==> src/rtl/control_sequencer.sv <==
// Hardwired three-phase control unit for the ALU_System datapath: two byte fetches
// into the IR, one decode/execute cycle, and a sticky HALT state left only by reset.
module control_sequencer (
   input  logic        Clock,
   input  logic        Reset_n,
   input  logic [15:0] IR_Out,
   input  logic [3:0]  ALU_ZCNO,
   output logic [1:0]  MuxASel,
   output logic [1:0]  MuxBSel,
   output logic        MuxCSel,
   output logic [2:0]  RF_OutASel,
   output logic [2:0]  RF_OutBSel,
   output logic [1:0]  RF_FunSel,
   output logic [3:0]  RF_RSel,
   output logic [3:0]  RF_TSel,
   output logic [3:0]  ALU_FunSel,
   output logic [1:0]  ARF_OutASel,
   output logic [1:0]  ARF_OutBSel,
   output logic [1:0]  ARF_FunSel,
   output logic [3:0]  ARF_RSel,
   output logic [1:0]  IR_Funsel,
   output logic        IR_Enable,
   output logic        IR_LH,
   output logic        Mem_WR,
   output logic        Mem_CS,
   output logic        Halted,
   output logic        Illegal
);

   typedef enum logic [1:0] {
      FETCH_L = 2'd0,
      FETCH_H = 2'd1,
      EXEC    = 2'd2,
      HALT    = 2'd3
   } state_t;

   localparam logic [1:0] FUN_INC  = 2'b01;
   localparam logic [1:0] FUN_LOAD = 2'b10;
   localparam logic [1:0] FUN_CLR  = 2'b11;
   localparam logic [3:0] PC_SEL   = 4'b1000;

   state_t     state, state_nxt;
   logic [3:0] opcode;
   logic [1:0] rd, rs;
   logic       flag_z;
   logic       unused_bits;

   assign opcode      = IR_Out[15:12];
   assign rd          = IR_Out[11:10];
   assign rs          = IR_Out[9:8];
   assign flag_z      = ALU_ZCNO[3];
   // The immediate travels to the datapath through the IR itself, not through us.
   assign unused_bits = &{1'b0, IR_Out[7:0], ALU_ZCNO[2:0]};

   always_ff @(posedge Clock) begin
      if (!Reset_n) state <= FETCH_L;
      else          state <= state_nxt;
   end

   always_comb begin
      MuxASel     = 2'b00;
      MuxBSel     = 2'b00;
      MuxCSel     = 1'b0;
      RF_OutASel  = 3'b000;
      RF_OutBSel  = 3'b000;
      RF_FunSel   = 2'b00;
      RF_RSel     = 4'b0000;
      RF_TSel     = 4'b0000;
      ALU_FunSel  = 4'b0000;
      ARF_OutASel = 2'b00;
      ARF_OutBSel = 2'b00;
      ARF_FunSel  = 2'b00;
      ARF_RSel    = 4'b0000;
      IR_Funsel   = 2'b00;
      IR_Enable   = 1'b0;
      IR_LH       = 1'b0;
      Mem_WR      = 1'b0;
      Mem_CS      = 1'b1;
      Halted      = 1'b0;
      Illegal     = 1'b0;
      state_nxt   = state;

      if (!Reset_n) begin
         // Reset only clears the PC; an in-flight instruction never commits.
         ARF_RSel   = PC_SEL;
         ARF_FunSel = FUN_CLR;
         state_nxt  = FETCH_L;
      end else begin
         case (state)
            FETCH_L, FETCH_H: begin
               ARF_OutBSel = 2'b00;
               Mem_CS      = 1'b0;
               IR_Enable   = 1'b1;
               IR_Funsel   = FUN_LOAD;
               IR_LH       = (state == FETCH_H);
               ARF_RSel    = PC_SEL;
               ARF_FunSel  = FUN_INC;
               state_nxt   = (state == FETCH_L) ? FETCH_H : EXEC;
            end
            EXEC: begin
               state_nxt = FETCH_L;
               case (opcode)
                  4'h0: ;
                  4'h1: begin
                     MuxASel   = 2'b10;
                     RF_FunSel = FUN_LOAD;
                     RF_RSel   = 4'b1000 >> rd;
                  end
                  4'h2, 4'h3: begin
                     RF_OutASel = {1'b1, rd};
                     RF_OutBSel = {1'b1, rs};
                     ALU_FunSel = (opcode == 4'h2) ? 4'b0100 : 4'b0101;
                     RF_FunSel  = FUN_LOAD;
                     RF_RSel    = 4'b1000 >> rd;
                  end
                  4'h4: begin
                     RF_OutBSel = {1'b1, rs};
                     ALU_FunSel = 4'b0001;
                     RF_FunSel  = FUN_LOAD;
                     RF_RSel    = 4'b1000 >> rd;
                  end
                  4'h5, 4'h6: begin
                     if (opcode == 4'h5 || flag_z) begin
                        MuxBSel    = 2'b10;
                        ARF_FunSel = FUN_LOAD;
                        ARF_RSel   = PC_SEL;
                     end
                  end
                  4'h7:    state_nxt = HALT;
                  default: Illegal   = 1'b1;
               endcase
            end
            HALT: Halted = 1'b1;
            default: state_nxt = FETCH_L;
         endcase
      end
   end

endmodule
==> config.mk <==
export PLATFORM = sky130hd
export DESIGN_NAME = control_sequencer
export DESIGN_NICKNAME = d
export VERILOG_FILES = /design/src/rtl/control_sequencer.sv
export SDC_FILE = /design/constraint.sdc
export NUM_CORES = 1
export LEC_CHECK = 0
export CORE_ASPECT_RATIO = 1.2
export CORE_MARGIN = 1
export CORE_UTILIZATION = 23
export DETAILED_ROUTE_END_ITERATION = 8
export PLACE_DENSITY = 0.85
export SLEW_MARGIN = 15
export SYNTH_ARGS = -nofsm -noshare
export SYNTH_HDL_FRONTEND = slang
export SYNTH_SLANG_ARGS = --single-unit
==> constraint.sdc <==
create_clock -name Clock -period 1.5 [get_ports Clock]
set_input_delay 0.3 -clock Clock [delete_from_list [all_inputs] [get_ports Clock]]
set_output_delay 0.3 -clock Clock [all_outputs]
set_load 0.01 [all_outputs]
After elaboration in Yosys (flattened, before gate mapping) --
Index checks and enable logic that the tools add are counted.
Operators by class: equal/unequal tests 10, shifts and indexed selects 1, muxes and demuxes 45, reduce and logical (&&, ||, !) cells 10
Operator list (count):
- $mux W2 | 15
- $mux W3 | 8
- $mux W4 | 6
- $eq A4 B3 Y1 const B | 4
- $mux W1 | 12
- $eq A4 B2 Y1 const B | 2
- $pmux W2 S2 | 2
- $pmux W4 S2 | 1
- $reduce_or A8 Y1 | 1
- $pmux W3 S2 | 1
- $reduce_or A2 Y1 | 3
- $eq A2 B2 Y1 const B | 2
- $eq A4 B1 Y1 const B | 1
- $logic_not A4 Y1 | 1
- $reduce_or A4 Y1 | 1
- $shr A4 B2 Y4 const A | 1
- $reduce_or A3 Y1 | 1
- $eq A2 B1 Y1 const B | 1
- $logic_not A2 Y1 | 1
- $reduce_bool A2 Y1 | 1
- $logic_or A1 B1 Y1 | 1
Storage, ports and cells: register bits after elaboration 2, output and inout port bits 43, word-level logic and storage cells 67

Logic depth before layout (Yosys ltp) --
Gate-level depths: netlist of the first run.
depth after elaboration 6, gate-level depth with buffers 4

Worst setup path after synthesis of the first run --
OpenSTA, ideal clock, no wires.
kind input -> output, start point input IR_Out[13], end point output RF_RSel[0], data arrival time 1.198 ns, required time 1.200 ns, path slack 0.002 ns, cell stages on the path 4, path buffers 0, cell sequence or3b_4 -> a21o_4 -> inv_2 -> and3_1
On the way: cells in the longest elaborated chain, start to end 5, elaborated cells between the ends (all ways) 8, classes of those cells 4 x eq/ne; 3 x mux; 1 x reduce/logical
RTL lines:
- start: declaration | RTL line 6 | input logic [15:0] IR_Out,
- $eq A4 B2 Y1 (tied with other cells) | RTL line 102 | case (opcode)
- $reduce_or A4 Y1 (no line) (*)
- $mux W4 (*)
- $mux W4 (*) | RTL line 89 | case (state)
- $mux W4 (*) | RTL line 83 | if (!Reset_n) begin
- end: declaration | RTL line 14 | output logic [3:0] RF_RSel,
Every way passes the cells marked *; elsewhere a longest branch is shown, timed or not.

Worst setup path after layout of the first run --
start point register state[0], end point output RF_RSel[0]
On the way: cells in the longest elaborated chain, start to end 3
RTL lines:
- start: declaration | RTL line 42 | state_t state, state_nxt;
- start signal: assignment | RTL line 57 | else state <= state_nxt;
- $eq A2 B2 Y1 | RTL line 89
- $mux W4 | RTL line 89
- $mux W4 | RTL line 83
Every way passes these cells.

==> impl_results.md, run 1 <==
* GR Layer Usage met2 at 0.249
* Gr usage total at 0.135
* CP startpoint kind: flop
* Post-route DRC at 0
* Initial antenna violation count at 0
* N_diodes at 0
* Final WL at ~1500 um
* Critical Path Fanout Max at 4
* Initial DRC Count at 1
* Via count at just under 600
* Die ar. at about 0.0022 mm^2
* Biggest regs: state x2
* Final slew viol count at 0
* CTS Buffer Depth at 2
* Vias in the first global route at about 520
* RD Place Congestion at between 0.6 and 0.7
* Final Non-Filler Cells at about 140
* Met3 Usage GRT at 0.0288
* Final hold violation count at 0
* Ports at between 60 and 70
* Largest net degree at the start of global routing at 8
* Port bufs at 34
* Max_cap viols at 0
* Leakage at 0.462 nW
* Cts bufs inserted at 3
* Top cell type by total area after synthesis: buf_4
* Share of layout cells above drive strength 1 at 0.627
* First-pass GRT wire length at 2300 um
* Hold_buf cts at 0
* Met1 usage at 0.143
* Minimum clock period at approximately 1.7 ns
* Final Skew at ~0.0019 ns
* Hold WC Path Type: primary input to flop
* Status: complete, but fails checks
* Placed instance count at 125
* Mapped Cells at 64
* Max FFs per register at 2
* FP Rows at 17
* Commonest non-fill, non-tap cell in the layout: conb_1
* Synth warn at 0
* Busiest grt layer: met2
* Clk sinks at 2
* Drt wl/cell at roughly 11 um
* Commonest cells after routing, fill and taps aside: conb_1 (19), buf_2 (15), buf_4 (14)
* DP HPWL at 955 um
* Crit path DAT at ~1.4 ns
* DR pass1 iterations at 3
* Ranking of synthesized cells by area: buf_4 (33%), dfxtp_1 (8.8%), nor2_1 (5.8%)
* Worst setup EP type: output pin
* Yosys reg bits at 2
* Die height at between 50 and 60 um
* Top-area cell type share of the netlist area at 0.331
* Initial cell density of the core at 0.245
* Fin util at 0.506
* CTS tree: yes
* Cell area power density at 409 mW/mm^2
* ANT nets after route at 0
* Clock Latency Late Sink at 0.23 ns
* Worst EP required at between 1 and 1.5 ns
* Top reg by flops: state
* Core area at between 0.0015 and 0.002 mm^2
* Register area share after synthesis at 0.0882
* Mapped Area at about 450 um^2
* Layout Nets at 142
* Async set-reset flop share out of synthesis at 0
* # setup viols final at 15
* H-tree depth at 1
* Total gr overflow at 0
* Netlist cell types at 25
* Syn avg cell area at 7.10 um^2
* Failing checks: setup timing
* Peak VDD IR at ~170 uV
* Die Wd at ~43 um
* Fmax achieved at around 570 MHz
* Synth-to-layout area growth at 106%
* EDFF count, synth at 0
* Final period utilization at 1.16
* Root Buffer: clkbuf_4
* Vias per inst at between 4 and 5
* Total chip power at 0.000383 W
* Final worst slack at -0.241 ns
* Clk slew on worst S/H paths at roughly 0.03 ns
* Ys flop type: dfxtp_1
* RSZ-0062 raised after global routing: true
* Setup CP Type: flop to output pin
==> what timing repair did <==
| item | in CTS | in global routing |
|---|---|---|
| endpoints found under the setup margin | 24 | 22 |
| resized for setup | 126 | 16 |
| setup buffers | 6 | 4 |
| pin swaps | 9 | 3 |
==> where the power goes <==
part,switching (W),leakage [nW],total (W),internal [W]
Sequential,0.00000460,0.0175,0.0000636,0.0000590
Combinational,0.0000952,0.431,0.000191,0.0000958
Clock,0.0000395,0.0138,0.000129,0.0000891
Total,0.000139,0.462,0.000383,0.000244
==> cell type report <==
| class | count | area, um^2 |
|---|---|---|
| timing repair buffer | 53 | 428 |
| inverter | 4 | 15.0 |
| tap | 19 | 23.8 |
| clock buffer | 3 | 22.5 |
| sequential | 2 | 45.0 |
| multi-input combinational | 56 | 403 |
| fill | 185 | 913 |
==> cells in the mapped netlist, types with 2 or more instances <==
library cell / instances
buf_4: 20
nor2_1: 7
a21oi_1: 4
and2_1: 4
inv_1: 3
nor2b_1: 3
dfxtp_1: 2
nor3b_1: 2
nor3b_2: 2
o21ai_0: 2
==> logic make-up (layout without fill, tap and decap cells) <==
family                 after synthesis  after routing  share of synthesized area
buffers and inverters               24             60                      0.364
other                                1             19                    0.00826
AND/OR/NAND/NOR                     28             28                      0.408
flip-flops                           2              2                     0.0882
AO/OA/AOI/OAI                        9              9                      0.132
==> metrics by stage <==
step | setup slack (ns) | cell area (um^2) | TNS, ns | hold slack [ns]
floorplan | 0.00163 | 522 | 0 | 0.428
global placement | -0.918 | 811 | -17.10 | 0.581
detailed placement | -0.947 | 811 | -17.67 | 0.620
CTS | -0.225 | 890 | -1.91 | 0.526
global route | -0.294 | 937 | -3.62 | 0.555
finish | -0.241 | 937 | -2.56 | 0.541
==> layer usage <==
| metal | part of all wire | vias up |
|---|---|---|
| met5 | 0 | - |
| met4 | 0 | 0 |
| met3 | 0.10 | 0 |
| met2 | 0.52 | 42 |
| met1 | 0.38 | 268 |
| li1 | - | 286 |
==> worst paths after layout <==
path / cells after the start / slack, ns / to / startpoint
max: 6 / -0.24 / RF_RSel[0] / state[0]$_SDFFE_PN0N_
min: 2 / 0.54 / state[1]$_SDFFE_PN0N_ / Reset_n
max reg2reg: 6 / 0.39 / state[0]$_SDFFE_PN0N_ / state[0]$_SDFFE_PN0N_
min reg2reg: 3 / 0.67 / state[1]$_SDFFE_PN0N_ / state[1]$_SDFFE_PN0N_
==> critical path, stage by stage (launching register included) <==
cell and delay [ns]:
dfxtp_2 0.31, nand4bb_4 0.22, buf_6 0.15, a21o_4 0.19, inv_2 0.06, and3_4 0.18
buf_6 0.09
No activity file was read; power rests on OpenSTA's default activity.
==> inputs of run 2 (changes only) <==
Settings changed: TNS_END_PERCENT set to 30.
==> run 2 against run 1 <==
Effect of this change:
- the run still ends with setup timing left
- register-to-register slack gained 0.19 ns
- cell count shrank 2.2%
- count of clock-buffer cells in the layout is the same
- setup slack lost 0.0095 ns
- routed wire length shrank 3.1%
- first-iteration DRC count grew to 7.0 times the previous value
- non-clock buffer count shrank 3
- maximum frequency shrank 0.54%
- die area is the same
- clock power is essentially flat
- global-route usage shrank 0.073 points
- largest power group unchanged
==> impl_results.md, run 2 (synthesis results as in run 1) <==
* Crit path DAT at 1.45 ns (was 1.44 ns)
* Commonest non-fill, non-tap cell in the layout: conb_1 (unchanged)
* Die ar. at 0.00216 mm^2 (unchanged)
* Commonest cells after routing, fill and taps aside: conb_1 (19), buf_2 (17), buf_4 (13) (was conb_1 (19), buf_2 (15), buf_4 (14))
* Placed instance count at 125 (unchanged)
* Die height at 50.7 um (unchanged)
* DR pass1 iterations at 4 (was 3)
* Vias per inst at 4.40 (was 4.35)
* Failing checks: setup timing (unchanged)
* FP Rows at 17 (unchanged)
* First-pass GRT wire length at 2280 um (was 2300 um)
* Biggest regs: state x2 (unchanged)
* Reg area at 45.0 um^2 (unchanged)
* Number of buffers and inverters on the critical path at 3 (unchanged)
* Leakage at 0.440 nW (was 0.462 nW)
* Layout Nets at 139 (was 142)
* Port bufs at 34 (unchanged)
* Largest stage delay, worst path at 0.32 ns (was 0.31 ns)
* Cts bufs inserted at 3 (unchanged)
* Root Buffer: clkbuf_4 (unchanged)
* Synth-to-layout area growth at 94.2% (was 106%)
* Initial antenna violation count at 0 (unchanged)
* CTS tree: yes (unchanged)
* Minimum clock period at 1.75 ns (was 1.74 ns)
* Share of layout cells above drive strength 1 at 0.591 (was 0.627)
* Critical Path Fanout Max at 4 (unchanged)
* Core area at 0.00185 mm^2 (unchanged)
* Initial cell density of the core at 0.245 (unchanged)
* R2r endpoint: state[0]$_SDFFE_PN0N_ (unchanged)
* Fill count at 189 (was 185)
* Multi-input gate area at 388 um^2 (was 403 um^2)
* N_diodes at 0 (unchanged)
* Final WL at 1450 um (was 1500 um)
* Origin of the critical flop-to-flop path: state[0]$_SDFFE_PN0N_ (unchanged)
* Fmax achieved at 571 MHz (was 574 MHz)
* ANT nets after route at 0 (unchanged)
* Die Wd at 42.6 um (unchanged)
* H-tree depth at 1 (unchanged)
* Via count at 590 (was 596)
* Gr usage total at 0.134 (was 0.135)
* CTS Buffer Depth at 2 (unchanged)
* RD Place Congestion at 0.679 (unchanged)
* RSZ-0062 raised after global routing: true (unchanged)
* Most used cell along the critical path: buf_6 (unchanged)
* Initial DRC Count at 7 (was 1)
* CP top delay family: simple AND/OR/NAND/NOR gates (unchanged)
* Max FFs per register at 2 (unchanged)
* Status: complete, but fails checks (unchanged)
* Post-route DRC at 0 (unchanged)
* Number of cells on the worst hold path at 2 (unchanged)
* # setup viols final at 16 (was 15)
* Setup CP Type: flop to output pin (unchanged)
* Clock Latency Late Sink at 0.23 ns (about the same)
* R2R Setup Slk at 0.58 ns (was 0.39 ns)
* Max_cap viols at 0 (unchanged)
* Ports at 65 (unchanged)
* CP max-delay cell: dfxtp_2 (unchanged)
* Top reg by flops: state (unchanged)
* Worst path cell trace: nand4bb_4 > buf_6 > a21o_4 > inv_2 > and3_4 > buf_6 (unchanged)
* Clk slew on worst S/H paths at 0.04 ns (was 0.03 ns)
* CP startpoint kind: flop (unchanged)
* Cell area power density at 409 mW/mm^2 (about the same)
* Hold wc startpoint: Reset_n (unchanged)
* Final slew viol count at 0 (unchanged)
* Final Skew at 0.00512 ns (was 0.00191 ns)
* WHS Endpoint: state[1]$_SDFFE_PN0N_ (unchanged)
* Final worst slack at -0.251 ns (was -0.241 ns)
* Total chip power at 0.000360 W (was 0.000383 W)
* Clk sinks at 2 (unchanged)
* Worst EP required at 1.20 ns (about the same)
* DP HPWL at 955 um (unchanged)
* Final Non-Filler Cells at 134 (was 137)
* Drt wl/cell at 10.8 um (was 10.9 um)
* Total gr overflow at 0 (unchanged)
* Worst reg-to-reg path cell count at 4 (was 6)
* Worst setup EP type: output pin (unchanged)
* Final period utilization at 1.17 (was 1.16)
* Largest net degree at the start of global routing at 8 (unchanged)
* Hold_buf cts at 0 (unchanged)
* Fin util at 0.477 (was 0.506)
* Final hold violation count at 0 (unchanged)
* Hold WC Path Type: primary input to flop (unchanged)
* Peak VDD IR at 149 uV (was 169 uV)
* Vias in the first global route at 535 (was 522)
-- run 2: cell types whose count changed in the layout (fill, tap and decap cells not counted), sizes merged --
cell,change
buf,-4
dlymetal6s2s,+1
-- run 2: what timing repair did --
action / 4_1_cts / 5_1_grt
endpoints found under the hold margin: 0 / 0
pin swaps: 5 / 3
gates resized for setup: 117 / 14
setup endpoints to repair: 24 / 23
setup buffers: 5 / 1
-- run 2: how the worst max path moves through the flow --
stage | to | cells past startpoint | from
after global placement | RF_RSel[0] | 6 | IR_Out[14]
after CTS | RF_RSel[0] | 6 | state[0]$_SDFFE_PN0N_
after detailed placement | RF_RSel[2] | 5 | IR_Out[14]
after floorplan | RF_RSel[0] | 4 | IR_Out[13]
after global routing | RF_RSel[0] | 6 | state[0]$_SDFFE_PN0N_
final | RF_RSel[0] | 6 | state[0]$_SDFFE_PN0N_
-- run 2: worst reg2reg max path, cell delays in order, from the launching register on --
cell and delay, ns:
dfxtp_2 0.33, buf_4 0.12, inv_1 0.08, o21ai_0 0.20, a21oi_1 0.06
-- run 2: cell type report --
class / instances / share of cell area
inverter: 4 / 0.0170
sequential: 2 / 0.0511
multi-input combinational: 56 / 0.440
tap: 19 / 0.0270
clock buffer: 3 / 0.0255
timing repair buffer: 50 / 0.440
-- run 2: metrics by stage --
| stage | worst slack [ns] | hold WS [ns] | instance area [um^2] | setup TNS (ns) |
|---|---|---|---|---|
| 2_1_floorplan | 0.00163 | 0.428 | 522 | 0 |
| 3_3_place_gp | -0.918 | 0.581 | 811 | -17.10 |
| 3_5_place_dp | -0.947 | 0.620 | 811 | -17.67 |
| 4_1_cts | -0.230 | 0.517 | 866 | -2.41 |
| 5_1_grt | -0.306 | 0.549 | 882 | -3.50 |
| 6_report | -0.251 | 0.536 | 882 | -2.39 |
-- run 2: per-layer routing --
metal	up-vias	routed length, um	track usage
li1	277	-	-
met1	267	545	0.137
met2	46	754	0.254
met3	0	153	0.0288
met4	0	0	0.0625
met5	-	0	0
-- run 2: report_power, final --
part           internal, W  switching [W]  total (W)
registers        0.0000590     0.00000475  0.0000638
logic            0.0000804      0.0000888   0.000169
clock network    0.0000890      0.0000385   0.000128
total             0.000228       0.000132   0.000360
